### src/rtl/decode_operand_stage.sv
// RV32I decode / operand-fetch stage: register-file read with writeback bypass,
// one registered packet per instruction to execute, with stall and flush.
module decode_operand_stage #(
    parameter int REGISTER_WIDTH = 32
) (
    input  logic                      clk,
    input  logic                      reset,
    input  logic                      flush,
    input  logic                      in_valid,
    output logic                      in_ready,
    input  logic [31:0]               in_instr,
    input  logic [REGISTER_WIDTH-1:0] in_pc,
    output logic [4:0]                rs1_addr,
    output logic [4:0]                rs2_addr,
    input  logic [REGISTER_WIDTH-1:0] rs1_data,
    input  logic [REGISTER_WIDTH-1:0] rs2_data,
    input  logic                      wb_en,
    input  logic [4:0]                wb_rd,
    input  logic [REGISTER_WIDTH-1:0] wb_data,
    output logic                      out_valid,
    input  logic                      out_ready,
    output logic [6:0]                out_opcode,
    output logic [2:0]                out_funct3,
    output logic [6:0]                out_funct7,
    output logic [4:0]                out_rd,
    output logic [REGISTER_WIDTH-1:0] out_input1,
    output logic [REGISTER_WIDTH-1:0] out_input2,
    output logic [REGISTER_WIDTH-1:0] out_pc,
    output logic                      out_illegal
);
    localparam int W = REGISTER_WIDTH;

    typedef struct packed {
        logic [6:0]   opcode;
        logic [2:0]   funct3;
        logic [6:0]   funct7;
        logic [4:0]   rd;
        logic [W-1:0] input1;
        logic [W-1:0] input2;
        logic [W-1:0] pc;
        logic         illegal;
    } pkt_t;

    pkt_t         pkt_d, pkt_q;
    logic         valid_q;
    logic         accept;
    logic [W-1:0] src1, src2;
    logic [W-1:0] imm_i, imm_u;
    logic         legal;

    assign rs1_addr = in_instr[19:15];
    assign rs2_addr = in_instr[24:20];
    assign in_ready = !flush && (!valid_q || out_ready);
    assign accept   = in_valid && in_ready;

    // x0 reads zero even if writeback targets it
    always_comb begin
        src1 = rs1_data;
        if (rs1_addr == 5'd0)                   src1 = '0;
        else if (wb_en && (wb_rd == rs1_addr))  src1 = wb_data;
        src2 = rs2_data;
        if (rs2_addr == 5'd0)                   src2 = '0;
        else if (wb_en && (wb_rd == rs2_addr))  src2 = wb_data;
    end

    assign imm_i = W'($signed(in_instr[31:20]));
    assign imm_u = W'($signed({in_instr[31:12], 12'b0}));

    always_comb begin
        pkt_d        = '0;
        pkt_d.opcode = in_instr[6:0];
        pkt_d.funct3 = in_instr[14:12];
        pkt_d.funct7 = in_instr[31:25];
        pkt_d.rd     = in_instr[11:7];
        pkt_d.pc     = in_pc;
        legal        = 1'b0;
        case (pkt_d.opcode)
            7'b0110011: begin
                legal = (pkt_d.funct7 == 7'b0000000) ||
                        ((pkt_d.funct7 == 7'b0100000) &&
                         ((pkt_d.funct3 == 3'b000) || (pkt_d.funct3 == 3'b101)));
                pkt_d.input1 = src1;
                pkt_d.input2 = src2;
            end
            7'b0010011: begin
                case (pkt_d.funct3)
                    3'b001:  legal = (pkt_d.funct7 == 7'b0000000);
                    3'b101:  legal = (pkt_d.funct7 == 7'b0000000) ||
                                     (pkt_d.funct7 == 7'b0100000);
                    default: legal = 1'b1;
                endcase
                pkt_d.input1 = src1;
                pkt_d.input2 = imm_i;
            end
            7'b0110111: begin
                legal        = 1'b1;
                pkt_d.input2 = imm_u;
            end
            7'b0010111: begin
                legal        = 1'b1;
                pkt_d.input1 = in_pc;
                pkt_d.input2 = imm_u;
            end
            default: legal = 1'b0;
        endcase
        if (!legal) begin
            pkt_d.input1 = '0;
            pkt_d.input2 = '0;
        end
        pkt_d.illegal = !legal;
    end

    // Data regs load only on accept so a stalled or drained packet stays bit-stable
    always_ff @(posedge clk or posedge reset) begin
        if (reset) begin
            valid_q <= 1'b0;
            pkt_q   <= '0;
        end else if (flush) begin
            valid_q <= 1'b0;
        end else if (accept) begin
            valid_q <= 1'b1;
            pkt_q   <= pkt_d;
        end else if (out_ready) begin
            valid_q <= 1'b0;
        end
    end

    assign out_valid   = valid_q;
    assign out_opcode  = pkt_q.opcode;
    assign out_funct3  = pkt_q.funct3;
    assign out_funct7  = pkt_q.funct7;
    assign out_rd      = pkt_q.rd;
    assign out_input1  = pkt_q.input1;
    assign out_input2  = pkt_q.input2;
    assign out_pc      = pkt_q.pc;
    assign out_illegal = pkt_q.illegal;
endmodule

### config.mk
export PLATFORM = sky130hd
export DESIGN_NAME = decode_operand_stage
export DESIGN_NICKNAME = d
export VERILOG_FILES = /design/src/rtl/decode_operand_stage.sv
export SDC_FILE = /design/constraint.sdc
export NUM_CORES = 1
export LEC_CHECK = 0
export CAP_MARGIN = 15
export CORE_MARGIN = 4
export CORE_UTILIZATION = 40
export CTS_CLUSTER_SIZE = 16
export DETAILED_ROUTE_END_ITERATION = 16
export PLACE_DENSITY = 0.8
export SETUP_SLACK_MARGIN = 0.5
export SYNTH_ARGS = -nofsm -noshare
export SYNTH_HDL_FRONTEND = slang
export SYNTH_SLANG_ARGS = --single-unit
### constraint.sdc
create_clock -name clk -period 8.2 [get_ports clk]
set_input_delay 1.64 -clock clk [delete_from_list [all_inputs] [get_ports clk]]
set_output_delay 1.64 -clock clk [all_outputs]
set_load 0.02 [all_outputs]
==> flow_summary.json <==
{
  "gr-total-overflow": 0,
  "setup.worst_path.class": "in2out",
  "wl_met1_um": 8830,
  "tightest_slew_ps": 1190,
  "synth_cell_types": 39,
  "ys_ff_latch": 120,
  "layout_commonest_cell": "clkdlybuf4s50_1",
  "portBuffers": 301,
  "wl_met3_um": 3200,
  "synth_edf_count": 0,
  "cts_hold_buf": 0,
  "grt_usage": 0.287,
  "synth.area.mux_share": 0.0712,
  "max_stage_delay_ps": 710,
  "finalWorstSetupSlack_ps": 3520,
  "hp-class": "reg2reg",
  "first_pass_iters": 5,
  "ys_warn_count": 0,
  "cp_cell_sequence": "clkdlybuf4s50_1 > clkdlybuf4s50_1",
  "wirelength_um": 25300,
  "start_util": 0.413,
  "hold_slack_ps": 472,
  "power_density_nw_per_um2": 184,
  "ir_worst_vdd_mv": 0.156,
  "drc": 0,
  "most-common-layout-cells": "clkdlybuf4s50_1, nand2_1, dfrtp_1",
  "synth_fa_ha_area_frac": 0,
  "grt_pass1_wl_um": 36900,
  "first_iter_violations": 543,
  "path_buf_inv": 2,
  "synth-compound-area-share": 0.166,
  "end_kind": "primary output",
  "syn_area_um2": 6040,
  "synth_nets": 869,
  "dieWidth_um": 131,
  "grt_pass1_vias": 6394,
  "cp_max_fo": 5,
  "clkSinkCount": 120,
  "min_period_over_period": 0.571,
  "routabilityCongestion": 0.951,
  "rows": 44,
  "ant_nets": 0,
  "synth_xor_area_frac": 0.0145,
  "synth_top_area_share": 0.497,
  "rr_worst_depth": 6,
  "root_buffer": "clkbuf_16",
  "rsz0062_at_grt": "false",
  "cp_slowest_cell": "clkdlybuf4s50_1",
  "finalSetupViolCount": 0,
  "worstPathRequired_ps": 6560,
  "antenna_found_initial": 3,
  "core_area_um2": 14600,
  "min_period_ps": 4680,
  "nets": 1135,
  "dr_total_vias": 6527,
  "place_ws_ps": 3360,
  "syn-instance-count": 698,
  "place_hpwl_um": 18200,
  "routedWlPerCell_um": 21.8,
  "grt_max_degree": 71,
  "crit_cells": 2,
  "path_clk_slew_ps": 60,
  "synth_top_family_by_area": "simple AND/OR/NAND/NOR gates",
  "fp.dieH_um": 131,
  "dp.cells": 1129,
  "synth-async-reset-ratio": 1.00,
  "synth_ff_type": "dfrtp_1",
  "post_synth_main_area_contributors": "dfrtp_1, nand2_1, mux2i_1",
  "dieArea_um2": 17100,
  "ios": 302,
  "cp.arrival_ps": 3040,
  "setup_tns_ps": 0,
  "yosys.area.top_type": "dfrtp_1",
  "fin_worst_skew_ps": 8.13,
  "cp_top_family": "buffers and inverters",
  "clk_latency_ps": 410,
  "viasPerCell": 5.62,
  "ctsResizeCount": 0,
  "cts_tree": "yes",
  "slew_violations": 0,
  "layout-drive-gt1-share": 0.0461,
  "syn_to_final_growth_pct": 59.7,
  "whs_path_depth": 2,
  "post_cts_buffers": 0,
  "hold_violations": 0,
  "cts_buffers": 17,
  "finalNonFillerCells": 1162,
  "clock.fmax_ghz": 0.214,
  "status": "completed",
  "clockBufferDepth": 2,
  "yosys.area_share.simple": 0.199,
  "cap_violations": 0,
  "crit_top_cell": "clkdlybuf4s50_1",
  "avgSynthCellArea_um2": 8.66,
  "leakagePower_nw": 4.15,
  "seq_area_frac_synth": 0.497,
  "dr_wl_met2_um": 12500,
  "cp-start-kind": "primary input",
  "slew_headroom": 0.203,
  "htreeDepth": 4,
  "maxUsedRoutingLayer": "met5"
}
-- metrics by stage --
| step | util | cell area, um2 | total power [mW] |
|---|---|---|---|
| final | 0.659 | 9650 | 1.78 |
| after global routing | 0.659 | 9650 | 1.84 |
| after CTS | 0.659 | 9640 | 1.79 |
| after detailed placement | 0.620 | 9080 | 1.06 |
| after global placement | 0.620 | 9080 | 1.05 |
| after floorplan | - | 6040 | 0.830 |
-- synth_stat cells (all sizes together), types with 4 or more instances --
master,number
a21oi,39
a22oi,34
buf,26
clkbuf,36
dfrtp,120
inv,4
mux2i,43
nand2,222
nand3,42
nor2,10
o21ai,73
o221ai,11
xnor2,6
xor2,4
-- sequential cells by signal, summed over array words and instances, names as in the netlist --
signal	count
out_input1	32
out_input2	32
out_pc	32
out_funct7	7
out_opcode	7
out_rd	5
out_funct3	3
out_illegal	1
out_valid	1
-- routing by layer --
metal | track usage | vias up
met1 | 0.341 | 3111
li1 | - | 2937
met3 | 0.0959 | 58
met2 | 0.486 | 419
met4 | 0.106 | 2
met5 | 0 | -
-- layout make-up --
| type | instances | area [um2] |
|---|---|---|
| repair buffers | 309 | 3070 |
| well taps | 184 | 230 |
| inverters | 4 | 17.5 |
| clock inverters | 8 | 97.6 |
| flip-flops and latches | 120 | 3000 |
| multi-input cells | 512 | 2760 |
| clock buffers | 23 | 468 |
| fillers | 1231 | 4990 |
| diodes | 2 | 5.00 |
-- cell families after synthesis --
logic type,Yosys count
AOI/OAI and AO/OA,168
DFF,120
buffers and inverters,66
and+or+nand+nor,291
xor gates and xnor gates,10
muxes,43
-- power by group --
part           internal [mW]  switching, mW  leakage, nW
Combinational          0.187          0.205         2.28
Clock                  0.461          0.267        0.281
Sequential             0.635         0.0222         1.58
Total                   1.28          0.495         4.15
-- final timing paths --
kind / startpoint / to / slack [ps]
max: in_instr[22] / rs2_addr[2] / 3520
min: out_pc[31] / out_pc[31] / 470
max reg2reg: out_valid / out_input2[3] / 5730
min reg2reg: out_pc[31] / out_pc[31] / 470
max in group asynchronous: reset / out_input2[11] / 5130
min in group asynchronous: reset / out_opcode[3] / 1770
(Power assumes the default switching activity.)
